File: src/rtl/bus_key_sequencer.sv
// bus_key_sequencer: keyed bus sequencer.
// Qualified reads in the decoded window must match a programmed offset key
// sequence to unlock. Once unlocked, every read returns parity bits of an
// address-mixed LFSR state and then advances it. A write to the relock
// offset returns the block to LOCKED with the seed state.
module bus_key_sequencer #(
    parameter int unsigned STATE_W    = 6,
    parameter int unsigned ADDR_W     = 4,
    parameter int unsigned DOUT_W     = 2,
    parameter int unsigned UNLOCK_LEN = 4,
    parameter logic [UNLOCK_LEN*ADDR_W-1:0] KEYS       = 16'h9A52,
    parameter logic [STATE_W-1:0]           SEED       = 6'h2A,
    parameter logic [STATE_W-1:0]           TAPS       = 6'h21,
    parameter logic [DOUT_W*STATE_W-1:0]    MASKS      = 12'h8E5,
    parameter logic [ADDR_W-1:0]            RELOCK_OFS = 4'hF
) (
    input  logic               clk,
    input  logic               rst,
    input  logic               sel_n,
    input  logic               win,
    input  logic               rd,
    input  logic               strobe,
    input  logic [ADDR_W-1:0]  addr,
    output logic [DOUT_W-1:0]  dout,
    output logic               dout_oe,
    output logic               unlocked,
    output logic [STATE_W-1:0] state
);

    localparam int unsigned STEP_W = (UNLOCK_LEN > 1) ? $clog2(UNLOCK_LEN) : 1;
    localparam logic [STEP_W-1:0] LAST_STEP = STEP_W'(UNLOCK_LEN - 1);

    typedef enum logic {
        LOCKED   = 1'b0,
        UNLOCKED = 1'b1
    } mode_t;

    mode_t              mode_q, mode_d;
    logic [STEP_W-1:0]  step_q, step_d;
    logic [STATE_W-1:0] state_q, state_d;

    logic               acc;
    logic               rd_acc;
    logic               wr_acc;
    logic [ADDR_W-1:0]  key_cur;
    logic [ADDR_W-1:0]  key_first;
    logic               feedback;
    logic [STATE_W-1:0] lfsr_nxt;
    logic [DOUT_W-1:0]  parity;

    assign acc       = strobe & ~sel_n & win;
    assign rd_acc    = acc & rd;
    assign wr_acc    = acc & ~rd;
    assign key_first = KEYS[ADDR_W-1:0];

    // Select the key entry the current step expects.
    always_comb begin
        key_cur = '0;
        for (int unsigned i = 0; i < UNLOCK_LEN; i++) begin
            if (step_q == STEP_W'(i)) begin
                key_cur = KEYS[i*ADDR_W +: ADDR_W];
            end
        end
    end

    // LFSR successor mixed with the read offset.
    always_comb begin
        feedback = ^(state_q & TAPS);
        lfsr_nxt = {state_q[STATE_W-2:0], feedback} ^ STATE_W'(addr);
    end

    // Parity taps on the pre-update state, returned with zero latency.
    always_comb begin
        parity = '0;
        for (int unsigned i = 0; i < DOUT_W; i++) begin
            parity[i] = ^(state_q & MASKS[i*STATE_W +: STATE_W]);
        end
    end

    // Next-state decision for mode, key step and LFSR state.
    always_comb begin
        mode_d  = mode_q;
        step_d  = step_q;
        state_d = state_q;
        if (wr_acc && (addr == RELOCK_OFS)) begin
            mode_d  = LOCKED;
            step_d  = '0;
            state_d = SEED;
        end else if (rd_acc) begin
            if (mode_q == LOCKED) begin
                if (addr == key_cur) begin
                    if (step_q == LAST_STEP) begin
                        mode_d = UNLOCKED;
                        step_d = '0;
                    end else begin
                        step_d = step_q + STEP_W'(1);
                    end
                end else begin
                    // A mismatching read may itself be the start of a new attempt.
                    step_d = (addr == key_first) ? STEP_W'(1) : '0;
                end
            end else begin
                // An all-zero LFSR would stick forever, so reseed instead.
                state_d = (lfsr_nxt == '0) ? SEED : lfsr_nxt;
            end
        end
    end

    // State registers with synchronous reset taking priority over any access.
    always_ff @(posedge clk) begin
        if (rst) begin
            mode_q  <= LOCKED;
            step_q  <= '0;
            state_q <= SEED;
        end else begin
            mode_q  <= mode_d;
            step_q  <= step_d;
            state_q <= state_d;
        end
    end

    // Drive enable follows the live access, never registered.
    always_comb begin
        dout_oe = rd_acc & (mode_q == UNLOCKED);
        dout    = dout_oe ? parity : '0;
    end

    assign unlocked = (mode_q == UNLOCKED);
    assign state    = state_q;

endmodule

File: config.mk
export PLATFORM = sky130hd
export DESIGN_NAME = bus_key_sequencer
export DESIGN_NICKNAME = d
export VERILOG_FILES = /design/src/rtl/bus_key_sequencer.sv
export SDC_FILE = /design/constraint.sdc
export NUM_CORES = 1
export LEC_CHECK = 0
export CAP_MARGIN = 30
export CELL_PAD_IN_SITES_DETAIL_PLACEMENT = 1
export CELL_PAD_IN_SITES_GLOBAL_PLACEMENT = 1
export CORE_MARGIN = 10
export CORE_UTILIZATION = 28
export DETAILED_ROUTE_END_ITERATION = 10
export PLACE_DENSITY_LB_ADDON = 0.15
export SYNTH_ARGS = -nofsm -noshare
export SYNTH_HDL_FRONTEND = slang
export SYNTH_SLANG_ARGS = --single-unit
File: constraint.sdc
create_clock -name clk -period 1.6 [get_ports clk]
set_input_delay 0.32 -clock clk [delete_from_list [all_inputs] [get_ports clk]]
set_output_delay 0.32 -clock clk [all_outputs]
set_load 0.01 [all_outputs]
## Word-level counts from Yosys, hierarchy flattened

Index checks and enable logic that the tools add are counted.

| storage, ports and cells | value |
|---|---|
| register bits after elaboration | 9 |
| input bits | 10 |
| output and inout port bits | 10 |
| logic and storage cells | 40 |

| cells by class | value |
|---|---|
| add/sub/neg operators | 1 |
| equality and inequality tests | 6 |
| multiplexer cells | 12 |
| bitwise gates (word level) | 9 |
| reduce and logical (&&, ||, !) cells | 9 |

Operators with widths:

| operator | number |
|---|---|
| $reduce_xor 6->1 | 3 |
| $mux 2 | 4 |
| $mux 4 | 2 |
| $logic_not 6->1 | 1 |
| $mux 6 | 1 |
| $xor 6x4->6 | 1 |
| $and 1x1->1 | 5 |
| $eq 2x2->1 const B | 2 |
| $eq 4x2->1 const B | 1 |
| $eq 4x4->1 | 1 |
| $eq 4x4->1 const B | 1 |
| $mux 1 | 4 |
| $reduce_and 2->1 | 2 |
| $mux 3 | 1 |
| $not 1->1 | 3 |
| $add 2x1->2 const B | 1 |
| $eq 2x1->1 const B | 1 |
| $logic_not 2->1 | 1 |
| $reduce_or 2->1 | 1 |
| $logic_and 1x1->1 | 1 |

## Longest topological paths before layout

Gate-level depths: netlist (run 1).

| depth | value |
|---|---|
| depth after elaboration | 8 |
| depth in mapped cells | 6 |
| gate-level depth less buffers | 6 |

## Least setup slack after synthesis (run 1)

OpenSTA, ideal clock, no wires.

| timing | value |
|---|---|
| kind | flip-flop to flip-flop |
| start | register step_q[0] |
| end | register step_q[1] |
| library setup time | 66 ps |
| data arrival time | 1541 ps |
| required time | 1534 ps |
| setup slack | -7 ps |
| cell stages (with the launch flop) | 7 |
| buffers on the path | 0 |
| period minus slack after synthesis | 1607 ps |
| path through | dfxtp_1 > inv_1 > ha_1 > nor3_1 > o21ai_1 > or4_4 > a21oi_2 |

| between the ends | value |
|---|---|
| cells in the longest elaborated chain, start to end | 7 |
| elaborated cells on any way between the ends | 12 |
| classes of those cells | add/sub (1); eq/ne (4); mux (6); reduce/logical (1) |

RTL lines:

| what | line | RTL |
|---|---|---|
| start: declaration | 39 | `logic [STEP_W-1:0] step_q, step_d;` |
| start signal: assignment | 117 | `step_q <= step_d;` |
| $logic_not 2->1 | 60 | `if (step_q == STEP_W'(i)) begin` |
| $mux 2 | 60 |  |
| $mux 3 | 60 |  |
| $mux 4 (2 in series) | 60 |  |
| $eq 4x4->1 | 91 | `if (addr == key_cur) begin` |
| $mux 2 * | 91 |  |

Mark *: on every way between the ends. The rest lies on a longest branch, timed or not.
A chain may end at the register's enable or synchronous reset.

## Worst setup path in the final report (run 1)

| timing | value |
|---|---|
| start | register step_q[1] |
| end | register step_q[1] |

The elaborated chain is that of the path after synthesis.

==> flow_metrics.tcl, run 1 <==
set metrics [dict create \
    outcome "finished, final reports clean" \
    cts_buffers 3 \
    worst_ep_required_time_ps 1790 \
    worst-setup-path-type "register to register" \
    synth_commonest_cells "dfxtp_1 (9), nand2_1 (7), nor2_1 (7), nor3_1 (7), a21oi_1 (6)" \
    max-cap-violations 0 \
    synth_top_area_frac 0.301 \
    cts_buffer_depth 2 \
    tightest_slew_ps 293 \
    synth_edf_count 0 \
    initial_core_util 0.299 \
    numPortBuffers 19 \
    synth_top_area_cell "dfxtp_1" \
    firstDrtPassIters 4 \
    synthCells 73 \
    final_core_util 0.524 \
    overflow 0 \
    core_area_mm2 0.00200 \
    r2r_start "step_q[1]$_SDFFE_PP0P_" \
    pre_cts_slack_ps -556 \
    cts.sinks 9 \
    place_congestion 0.777 \
    diodes 0 \
    grt_pass1_wl_um 3350 \
    syn_nets 86 \
    powerDensity_mw_per_mm2 468 \
    ys_warn_count 0 \
    period_minus_slack_ps 1550 \
    path_cells "inv_2, ha_4, xnor2_2, o21ai_2, or4_4, a21oi_2" \
    drt-wirelength-per-cell_um 16.3 \
    tritoncts "yes" \
    ys_ff_latch 9 \
    syn_area_per_cell_um2 8.21 \
    seq_area_frac_synth 0.301 \
    grt_use_total 0.0980 \
    die-height_um 66.3 \
    syn_to_final_growth_pct 74.9 \
    max_stage_delay_ps 520 \
    critPathLaunchType "register" \
    grt_max_degree 13 \
    clk_latency_ps 260 \
    yosys_most_used_dff "dfxtp_1" \
    drtAntennaViolNets 0 \
    yosysMostFrequentCell "dfxtp_1" \
    end_kind "register" \
    ys_types 28 \
    clock_skew_ps 8.26 \
    clock-root-buffer "clkbuf_4" \
    irDropWorstVdd_uv 503 \
    drc 0 \
    fin_ws_ps 54.7 \
    netlist_area_um2 599 \
    crit_slowest_cell "or4_4" \
    drv_slew 0 \
    async_reset_ff_frac 0 \
    grt_pass1_vias 705 \
    cts_hold_buf 0 \
    hold_path.class "register to register" \
    final_cell_area_mm2 0.00105 \
    final.period_utilization 0.966 \
    postCtsSetupBuffers 0 \
    fp.dieArea_mm2 0.00439 \
    p_leak_nw 0.439 \
    htreeDepth 1 \
    power_mw 0.491 \
    synth_area_leaders "dfxtp_1 (30%), xnor2_1 (7.3%), ha_1 (6.3%)" \
    pin_count 20 \
    finalHoldViolations 0 \
    setup_viol 0 \
    relSlewSlack 0.803 \
    arrival_ps 1730 \
    row_count 16 \
    startpoint "step_q[1]$_SDFFE_PP0P_" \
    hpwl_um 1540 \
    antenna_found_initial 0 \
    fmax_mhz 647 \
    wl_um 2250 \
    crit_fanout 4 \
    num_vias 671 \
    nets 125 \
    drt_iter0_drc 26 \
    drive_gt1_frac 0.414 \
    path_clk_slew_ps 70 \
    tns_ps 0 \
    via_per_inst 4.86 \
    worst_hold_startpoint "state[4]$_SDFFE_PP0P_" \
    place_area_um2 947 \
    fp.dieW_um 66.3 \
]
## routing by layer
| layer | wire, µm | GRT usage | vias to the layer above |
|---|---|---|---|
| met1 | 1070 | 0.126 | 314 |
| met3 | 137 | 0.0322 | 2 |
| met4 | 25 | 0.0550 | 0 |
| met2 | 1020 | 0.138 | 16 |
| met5 | 0 | 0 | - |
| li1 | - | - | 339 |
## final timing paths
check,end,slack [ps],cells past startpoint
worst max-delay path,step_q[1]$_SDFFE_PP0P_,50,6
worst min-delay path,state[4]$_SDFFE_PP0P_,490,2
worst max register to register,step_q[1]$_SDFFE_PP0P_,50,6
worst min register to register,state[4]$_SDFFE_PP0P_,490,2
## final cells by class
type / count / area [µm²]
sequential: 9 / 191
tap: 27 / 33.8
multi-input combinational: 59 / 489
fill: 240 / 953
timing repair buffer: 35 / 293
inverter: 4 / 15.0
clock buffer: 4 / 26.3
## worst max-delay path: cells and delay by family, from the launching register on
kind                       cells  cell delay, ps
AOI/OAI and AO/OA              2             200
xor gates and xnor gates       1             160
adders and majority gates      1             160
buffers and inverters          1              50
DFF                            1             380
and+or+nand+nor                1             520
## placed cells by master (no fill, tap or decap), types with 2 or more instances in the layout
cell / count
o21a_1: 2
clkbuf_4: 3
dfxtp_2: 3
a21oi_2: 2
a21oi_1: 5
dfxtp_4: 2
nand2_1: 6
xor2_1: 2
dlymetal6s2s_1: 3
dfxtp_1: 4
nor2_1: 6
clkdlybuf4s50_1: 5
inv_1: 2
xnor2_1: 3
dlygate4sd2_1: 8
buf_4: 16
inv_2: 2
ha_4: 2
nand4b_1: 3
buf_2: 3
nor3_1: 6
## cell families (layout without fill, tap and decap cells)
| kind of cell | after synthesis | count (layout) | share of synthesized area |
|---|---|---|---|
| adders and majority gates | 3 | 3 | 0.0626 |
| buffers and inverters | 5 | 43 | 0.0334 |
| muxes | 1 | 1 | 0.0188 |
| DFF | 9 | 9 | 0.301 |
| AOI/OAI and AO/OA | 14 | 14 | 0.152 |
| xor gates and xnor gates | 8 | 8 | 0.117 |
| and+or+nand+nor | 33 | 33 | 0.315 |
## state kept, by name (all words and copies together) (netlist names)
| name | flops |
|---|---|
| state | 6 |
| step_q | 2 |
| unlocked | 1 |
## through the flow
stage,hold slack [ps],std cells
global route,532,138
finish,491,138
global placement,483,135
CTS,492,139
detailed placement,491,135
floorplan,473,73
## report_power, final
part / internal, mW / switching [mW] / total, mW
Combinational: 0.0493 / 0.0384 / 0.0877
Clock: 0.0962 / 0.0832 / 0.179
Sequential: 0.222 / 0.00157 / 0.224
## what timing repair did
item | 4_1_cts | 5_1_grt
gates resized for setup | 27 | 20
endpoints found under the setup margin | 7 | 8
pin swaps | 4 | 3
(Power assumes the default switching activity.)
==> run 2: changes to the inputs <==
--- a/config.mk
+++ b/config.mk
@@ -5,6 +5,7 @@
 export SDC_FILE = /design/constraint.sdc
 export NUM_CORES = 1
 export LEC_CHECK = 0
+export ABC_CLOCK_PERIOD_IN_PS = 1600
 export CAP_MARGIN = 30
 export CELL_PAD_IN_SITES_DETAIL_PLACEMENT = 1
 export CELL_PAD_IN_SITES_GLOBAL_PLACEMENT = 1
==> results of run 2 <==
Same layout as run 1: the final DEF is identical, and so are final timing and power.
